[src/rtl/instr_fetch_pkg.sv]
// Shared types and constants for the instruction fetch controller.
package instr_fetch_pkg;

  typedef enum logic [1:0] {
    ST_IDLE = 2'd0,
    ST_REQ  = 2'd1,
    ST_DROP = 2'd2
  } fetch_state_e;

  typedef struct packed {
    logic [15:0] pc;
    logic [15:0] instr;
  } fetch_entry_t;

  localparam logic [15:0] DEFAULT_RESET_PC = 16'h3000;

  function automatic logic [15:0] next_pc(input logic [15:0] pc);
    return pc + 16'd1;
  endfunction

endpackage

[src/rtl/instr_fetch_ctrl_if.sv]
// Instruction memory bus plus decode-side buffer head, bundled for the fetch controller.
interface instr_fetch_ctrl_if;

  logic [15:0] PC;
  logic        instrmem_rd;
  logic [15:0] instr_dout;
  logic        complete_instr;
  logic [15:0] ir;
  logic [15:0] ir_pc;
  logic        ir_valid;
  logic        ir_ready;

  modport master (
    output PC, instrmem_rd, ir, ir_pc, ir_valid,
    input  instr_dout, complete_instr, ir_ready
  );

  modport slave (
    input  PC, instrmem_rd, ir, ir_pc, ir_valid,
    output instr_dout, complete_instr, ir_ready
  );

endinterface

[src/rtl/instr_fetch_fifo.sv]
// Small instruction buffer (DEPTH entries, 1..4) with push, pop and flush; flush wins.
module instr_fetch_fifo
  import instr_fetch_pkg::*;
#(
  parameter int DEPTH = 2
) (
  input  logic         clock,
  input  logic         reset,
  input  logic         push,
  input  logic         pop,
  input  logic         flush,
  input  fetch_entry_t push_entry,
  output fetch_entry_t head,
  output logic [2:0]   count
);

  localparam int PTR_W = (DEPTH > 1) ? $clog2(DEPTH) : 1;
  localparam logic [PTR_W-1:0] LAST = PTR_W'(DEPTH - 1);

  fetch_entry_t     mem_q [DEPTH];
  fetch_entry_t     mem_d [DEPTH];
  logic [PTR_W-1:0] wr_ptr_q, wr_ptr_d;
  logic [PTR_W-1:0] rd_ptr_q, rd_ptr_d;
  logic [2:0]       count_q, count_d;

  // Pointers wrap explicitly so non-power-of-two depths work.
  function automatic logic [PTR_W-1:0] bump(input logic [PTR_W-1:0] p);
    return (p == LAST) ? '0 : p + PTR_W'(1);
  endfunction

  always_comb begin
    mem_d    = mem_q;
    wr_ptr_d = wr_ptr_q;
    rd_ptr_d = rd_ptr_q;
    count_d  = count_q;
    if (flush) begin
      wr_ptr_d = '0;
      rd_ptr_d = '0;
      count_d  = '0;
    end else begin
      if (push) begin
        mem_d[wr_ptr_q] = push_entry;
        wr_ptr_d        = bump(wr_ptr_q);
      end
      if (pop) begin
        rd_ptr_d = bump(rd_ptr_q);
      end
      count_d = count_q + {2'b00, push} - {2'b00, pop};
    end
  end

  always_ff @(posedge clock) begin
    if (reset) begin
      for (int i = 0; i < DEPTH; i++) begin
        mem_q[i] <= '0;
      end
      wr_ptr_q <= '0;
      rd_ptr_q <= '0;
      count_q  <= '0;
    end else begin
      mem_q    <= mem_d;
      wr_ptr_q <= wr_ptr_d;
      rd_ptr_q <= rd_ptr_d;
      count_q  <= count_d;
    end
  end

  assign head  = mem_q[rd_ptr_q];
  assign count = count_q;

endmodule

[src/rtl/instr_fetch_ctrl.sv]
// Instruction fetch controller: one outstanding request, branch redirect/drop, small buffer.
// Define INSTR_FETCH_PERF_CNT_EN to add saturating fetch_cnt/drop_cnt outputs.
module instr_fetch_ctrl
  import instr_fetch_pkg::*;
#(
  parameter logic [15:0] RESET_PC  = DEFAULT_RESET_PC,
  parameter int          BUF_DEPTH = 2
) (
  input  logic                clock,
  input  logic                reset,
  input  logic                enable_fetch,
  input  logic                br_taken,
  input  logic [15:0]         taddr_pc,
  instr_fetch_ctrl_if.master  bus
`ifdef INSTR_FETCH_PERF_CNT_EN
  ,
  output logic [15:0]         fetch_cnt,
  output logic [15:0]         drop_cnt
`endif
);

  localparam logic [2:0] DEPTH_C = 3'(BUF_DEPTH);

  fetch_state_e state_q, state_d;
  logic [15:0]  pc_q, pc_d;
  logic         rd_q, rd_d;
  logic         push, pop, flush;
  logic         fetch_done, resp_dropped;
  logic [2:0]   count;
  logic [2:0]   count_after_push;
  fetch_entry_t head;

  // A redirect kills the buffer, so a same-cycle pop must not advance it.
  assign flush            = br_taken;
  assign pop              = (count != 3'd0) && bus.ir_ready && !br_taken;
  assign count_after_push = count + 3'd1 - {2'b00, pop};

  instr_fetch_fifo #(
    .DEPTH (BUF_DEPTH)
  ) u_fifo (
    .clock      (clock),
    .reset      (reset),
    .push       (push),
    .pop        (pop),
    .flush      (flush),
    .push_entry ('{pc: pc_q, instr: bus.instr_dout}),
    .head       (head),
    .count      (count)
  );

  always_ff @(posedge clock) begin
    if (reset) begin
      state_q <= ST_IDLE;
      pc_q    <= RESET_PC;
      rd_q    <= 1'b0;
    end else begin
      state_q <= state_d;
      pc_q    <= pc_d;
      rd_q    <= rd_d;
    end
  end

  always_comb begin
    state_d = state_q;
    case (state_q)
      ST_IDLE: begin
        if (!br_taken && enable_fetch && (count < DEPTH_C)) state_d = ST_REQ;
      end
      ST_REQ: begin
        if (br_taken) begin
          state_d = bus.complete_instr ? ST_IDLE : ST_DROP;
        end else if (bus.complete_instr) begin
          state_d = (enable_fetch && (count_after_push < DEPTH_C)) ? ST_REQ : ST_IDLE;
        end
      end
      ST_DROP: begin
        if (bus.complete_instr) state_d = ST_IDLE;
      end
      default: state_d = ST_IDLE;
    endcase
  end

  always_comb begin
    pc_d         = pc_q;
    rd_d         = (state_d == ST_REQ);
    push         = 1'b0;
    fetch_done   = 1'b0;
    resp_dropped = 1'b0;
    if (br_taken) begin
      pc_d = taddr_pc;
    end else if ((state_q == ST_REQ) && bus.complete_instr) begin
      push       = 1'b1;
      fetch_done = 1'b1;
      pc_d       = next_pc(pc_q);
    end
    if (bus.complete_instr &&
        ((state_q == ST_DROP) || ((state_q == ST_REQ) && br_taken))) begin
      resp_dropped = 1'b1;
    end
  end

  assign bus.PC          = pc_q;
  assign bus.instrmem_rd = rd_q;
  assign bus.ir_valid    = (count != 3'd0);
  assign bus.ir          = (count != 3'd0) ? head.instr : 16'h0000;
  assign bus.ir_pc       = (count != 3'd0) ? head.pc : 16'h0000;

`ifdef INSTR_FETCH_PERF_CNT_EN
  logic [15:0] fetch_cnt_q, fetch_cnt_d;
  logic [15:0] drop_cnt_q, drop_cnt_d;

  always_comb begin
    fetch_cnt_d = fetch_cnt_q;
    drop_cnt_d  = drop_cnt_q;
    if (fetch_done && (fetch_cnt_q != 16'hFFFF)) fetch_cnt_d = fetch_cnt_q + 16'd1;
    if (resp_dropped && (drop_cnt_q != 16'hFFFF)) drop_cnt_d = drop_cnt_q + 16'd1;
  end

  always_ff @(posedge clock) begin
    if (reset) begin
      fetch_cnt_q <= '0;
      drop_cnt_q  <= '0;
    end else begin
      fetch_cnt_q <= fetch_cnt_d;
      drop_cnt_q  <= drop_cnt_d;
    end
  end

  assign fetch_cnt = fetch_cnt_q;
  assign drop_cnt  = drop_cnt_q;
`else
  logic unused_cnt;
  assign unused_cnt = fetch_done ^ resp_dropped;
`endif

endmodule

[src/flat_wrapper.sv]
// flat-port wrapper written by rule: the top's interface ports become plain ports
module instr_fetch_ctrl_flat import instr_fetch_pkg::*;
#(
  parameter logic [15:0] RESET_PC  = DEFAULT_RESET_PC,
  parameter int          BUF_DEPTH = 2
)
  (clock, reset, enable_fetch, br_taken, taddr_pc, bus_PC, bus_instrmem_rd, bus_ir, bus_ir_pc, bus_ir_valid, bus_instr_dout, bus_complete_instr, bus_ir_ready);
  instr_fetch_ctrl_if bus_i ();
  input  logic clock;
  input  logic reset;
  input  logic enable_fetch;
  input  logic br_taken;
  input  logic [15:0] taddr_pc;
  output wire logic [$bits(bus_i.PC)-1:0] bus_PC;
  output wire logic [$bits(bus_i.instrmem_rd)-1:0] bus_instrmem_rd;
  output wire logic [$bits(bus_i.ir)-1:0] bus_ir;
  output wire logic [$bits(bus_i.ir_pc)-1:0] bus_ir_pc;
  output wire logic [$bits(bus_i.ir_valid)-1:0] bus_ir_valid;
  input wire logic [$bits(bus_i.instr_dout)-1:0] bus_instr_dout;
  input wire logic [$bits(bus_i.complete_instr)-1:0] bus_complete_instr;
  input wire logic [$bits(bus_i.ir_ready)-1:0] bus_ir_ready;
  assign bus_PC = bus_i.PC;
  assign bus_instrmem_rd = bus_i.instrmem_rd;
  assign bus_ir = bus_i.ir;
  assign bus_ir_pc = bus_i.ir_pc;
  assign bus_ir_valid = bus_i.ir_valid;
  assign bus_i.instr_dout = bus_instr_dout;
  assign bus_i.complete_instr = bus_complete_instr;
  assign bus_i.ir_ready = bus_ir_ready;
  instr_fetch_ctrl #(.RESET_PC(RESET_PC), .BUF_DEPTH(BUF_DEPTH)) u_core (.clock(clock), .reset(reset), .enable_fetch(enable_fetch), .br_taken(br_taken), .taddr_pc(taddr_pc), .bus(bus_i));
endmodule
[config.mk]
export PLATFORM = sky130hd
export DESIGN_NAME = instr_fetch_ctrl_flat
export DESIGN_NICKNAME = d
export VERILOG_FILES = /design/src/rtl/instr_fetch_pkg.sv /design/src/rtl/instr_fetch_ctrl_if.sv /design/src/rtl/instr_fetch_fifo.sv /design/src/rtl/instr_fetch_ctrl.sv /design/src/flat_wrapper.sv
export SDC_FILE = /design/constraint.sdc
export NUM_CORES = 1
export LEC_CHECK = 0
export ABC_AREA = 1
export CAP_MARGIN = 20
export CORE_MARGIN = 3
export CORE_UTILIZATION = 50
export DETAILED_ROUTE_END_ITERATION = 10
export PLACE_DENSITY_LB_ADDON = 0.15
export SYNTH_ARGS = -nofsm -noshare
export SYNTH_HDL_FRONTEND = slang
export SYNTH_SLANG_ARGS = --single-unit
[constraint.sdc]
create_clock -name clock -period 3.5 [get_ports clock]
set_clock_uncertainty 0.1 [all_clocks]
set_input_delay 0.525 -clock clock [delete_from_list [all_inputs] [get_ports clock]]
set_output_delay 0.525 -clock clock [all_outputs]
set_load 0.01 [all_outputs]
==> results.toml <==
[critical_path]
critPathCaptureType = "output port"
r2r_end = "u_core.u_fifo.count[2]"
critPathLaunchType = "register"
reg2reg_from = "u_core.u_fifo.count[1]"
critPathLaunch = "u_core.u_fifo.rd_ptr_q"
reg2reg_slack_ns = 1.10
crit_arrival_ns = 2.20
worstPathRequired_ns = 2.87
worstPathMaxFanout = 38
r2r_cells = 12
path_class = "register to output port"

[logic_synthesis]
ys_ff_latch = 88
synth_area_mm2 = 0.00441
synth_edf_count = 0
synthFlopType = "dfxtp_1"
yosys.area.top_type_share = 0.399
synth_cells = 630
yosysSeqAreaShare = 0.399
yosysMostFrequentCell = "nand2_1"
synth_common_cells = "nand2_1 (178), inv_1 (97), dfxtp_1 (88), nor2_1 (57)"
yosysWarnings = 0
ys_async_sr_fraction = 0
yosysUniqueCellTypes = 32
avgSynthCellArea_um2 = 7.00
yosys.area.top_type = "dfxtp_1"
synth_area_leaders = "dfxtp_1 (40%), nand2_1 (15%), a211oi_2 (9.1%)"
synth_nets = 674

[placement]
portBuffers = 87
dp_hpwl_um = 7060
gp_congestion = 0.874

[detailed_routing]
dr.pass1.iters = 5
wl_per_cell_um = 12.8
ant_nets = 0
via_per_inst = 5.08
wl_um = 10400
drt-initial-drc-count = 325
vias = 4111
drc = 0

[clock_network]
post-cts-setup-buffers = 0
clock-root-buffer = "clkbuf_8"
cts_tree = "yes"
htreeDepth = 3
cts_hold_buf = 0
clk_latency_ns = 0.35
clockBufferDepth = 2
cts_resized = 0
cts_made_buffers = 9
cts_sinks = 88
clkTransAtPathRegs_ns = 0.08

[final_layout]
regArea_mm2 = 0.00176
antenna_cells = 0
layout-drive-gt1-share = 0.0895
area_growth_syn_to_layout_pct = 23.6
multi_input_area_mm2 = 0.00209
fillers = 771
nNetsFinal = 745

[worst_hold_path]
min_to = "u_core.u_fifo.mem_q[10]"
whs_path_depth = 2
hp-class = "register to register"
min_from = "u_core.u_fifo.mem_q[10]"

[power_and_ir_drop]
leakage_uw = 0.00221
p_total_uw = 1850
powerDensity_mw_per_mm2 = 339
ir_worst_vdd_mv = 0.201

[global_routing]
grt_max_degree = 64
grt_pass1_wl_um = 17300
grt_pass1_vias = 3717
grt_antenna_before_repair = 0
gr-usage-all-layers = 0.213
grt_overflow = 0

[sta]
finalMaxSlewViolations = 0
worstMarginPinSlew_ns = 0.806
fmax_mhz = 355
rsz0062_at_grt = "no"
fin_crit_sh = 0.806
fin_tns_setup_ns = 0
slew_headroom = 0.463
period_needed_ns = 2.82
setup_viol_count_final = 0
hold_viol = 0

[floorplanning]
fp.dieH_um = 99.9
die_area_mm2 = 0.00999
start_util = 0.526
die_w_um = 99.9
rows = 33
boundaryPins = 88
coreArea_mm2 = 0.00838

[flow_run]
maxCapViolCount = 0

[outcome]
status = "finished, final reports clean"
## cell families after synthesis
| group | count (synthesis) | share of synthesized area |
|---|---|---|
| xor+xnor | 6 | 0.0119 |
| buf+inv | 137 | 0.128 |
| simple gates | 255 | 0.226 |
| fa+ha+maj | 6 | 0.0187 |
| compound gates | 138 | 0.216 |
| flops | 88 | 0.399 |
## worst max-delay path by stage
stage	cells after the start	to	slack [ns]
floorplan	10	u_core.u_fifo.count[2]	1.13
global placement	11	u_core.u_fifo.count[2]	0.80
detailed placement	11	u_core.u_fifo.count[2]	0.75
CTS	6	bus_ir_pc[15]	0.64
global route	6	bus_ir_pc[7]	0.43
finish	6	bus_ir_pc[7]	0.68
## per-layer routing
| metal | GRT usage | share of wire | up-vias |
|---|---|---|---|
| li1 | - | - | 2117 |
| met5 | 0 | 0 | - |
| met2 | 0.338 | 0.45 | 127 |
| met3 | 0.0410 | 0.073 | 7 |
| met4 | 0.0620 | 0.0088 | 0 |
| met1 | 0.296 | 0.46 | 1860 |
## flip-flops by register name, summed over array words and instances, names as in the netlist
name	flops
u_core.bus.instrmem_rd	1
u_core.u_fifo.count	3
u_core.u_fifo.rd_ptr_q	1
u_core.u_fifo.mem_q	64
u_core.bus.PC	16
u_core.u_fifo.wr_ptr_q	1
u_core.state_q	2
## critical path, cell delays in order (launching register included)
cell	delay, ns
dfxtp_2	0.74
buf_4	0.30
nand2_1	0.06
o21ai_0	0.08
nand2_1	0.08
inv_1	0.05
clkdlybuf4s50_1	0.52
## layout by cell type (no fill, tap or decap), types with 4 or more instances in the layout
cell,n
nand3_1,11
a211oi_2,32
ha_1,5
xor2_1,4
a21oi_1,47
dfxtp_1,87
inv_1,97
a31oi_1,6
clkdlybuf4s50_1,86
o21ai_0,47
clkbuf_8,10
buf_4,10
nor2_1,57
nand2_1,178
## final cells by class
type	instances	share of cell area
flip-flops and latches	88	0.323
well taps	105	0.0241
repair buffers	96	0.172
multi-input cells	405	0.382
clock buffers	11	0.0259
clock inverters	3	0.00367
inverters	101	0.0695
## stage by stage
stage	setup WS, ns	cell area [um2]	utilization	hold slack, ns	std cells
floorplan	1.13	4410	-	0.345	630
global placement	0.799	5300	0.632	0.352	795
detailed placement	0.754	5300	0.632	0.356	795
CTS	0.644	5460	0.651	0.369	809
global route	0.431	5460	0.651	0.385	809
finish	0.680	5460	0.651	0.367	809
## power by group
part	leakage (uW)	switching (uW)	internal, uW	total (uW)
clock network	0.0000773	347	269	616
logic	0.00142	93.7	90.5	184
registers	0.000714	28.1	1020	1050
total	0.00221	469	1380	1850
Power figures use the tool's default switching activity.
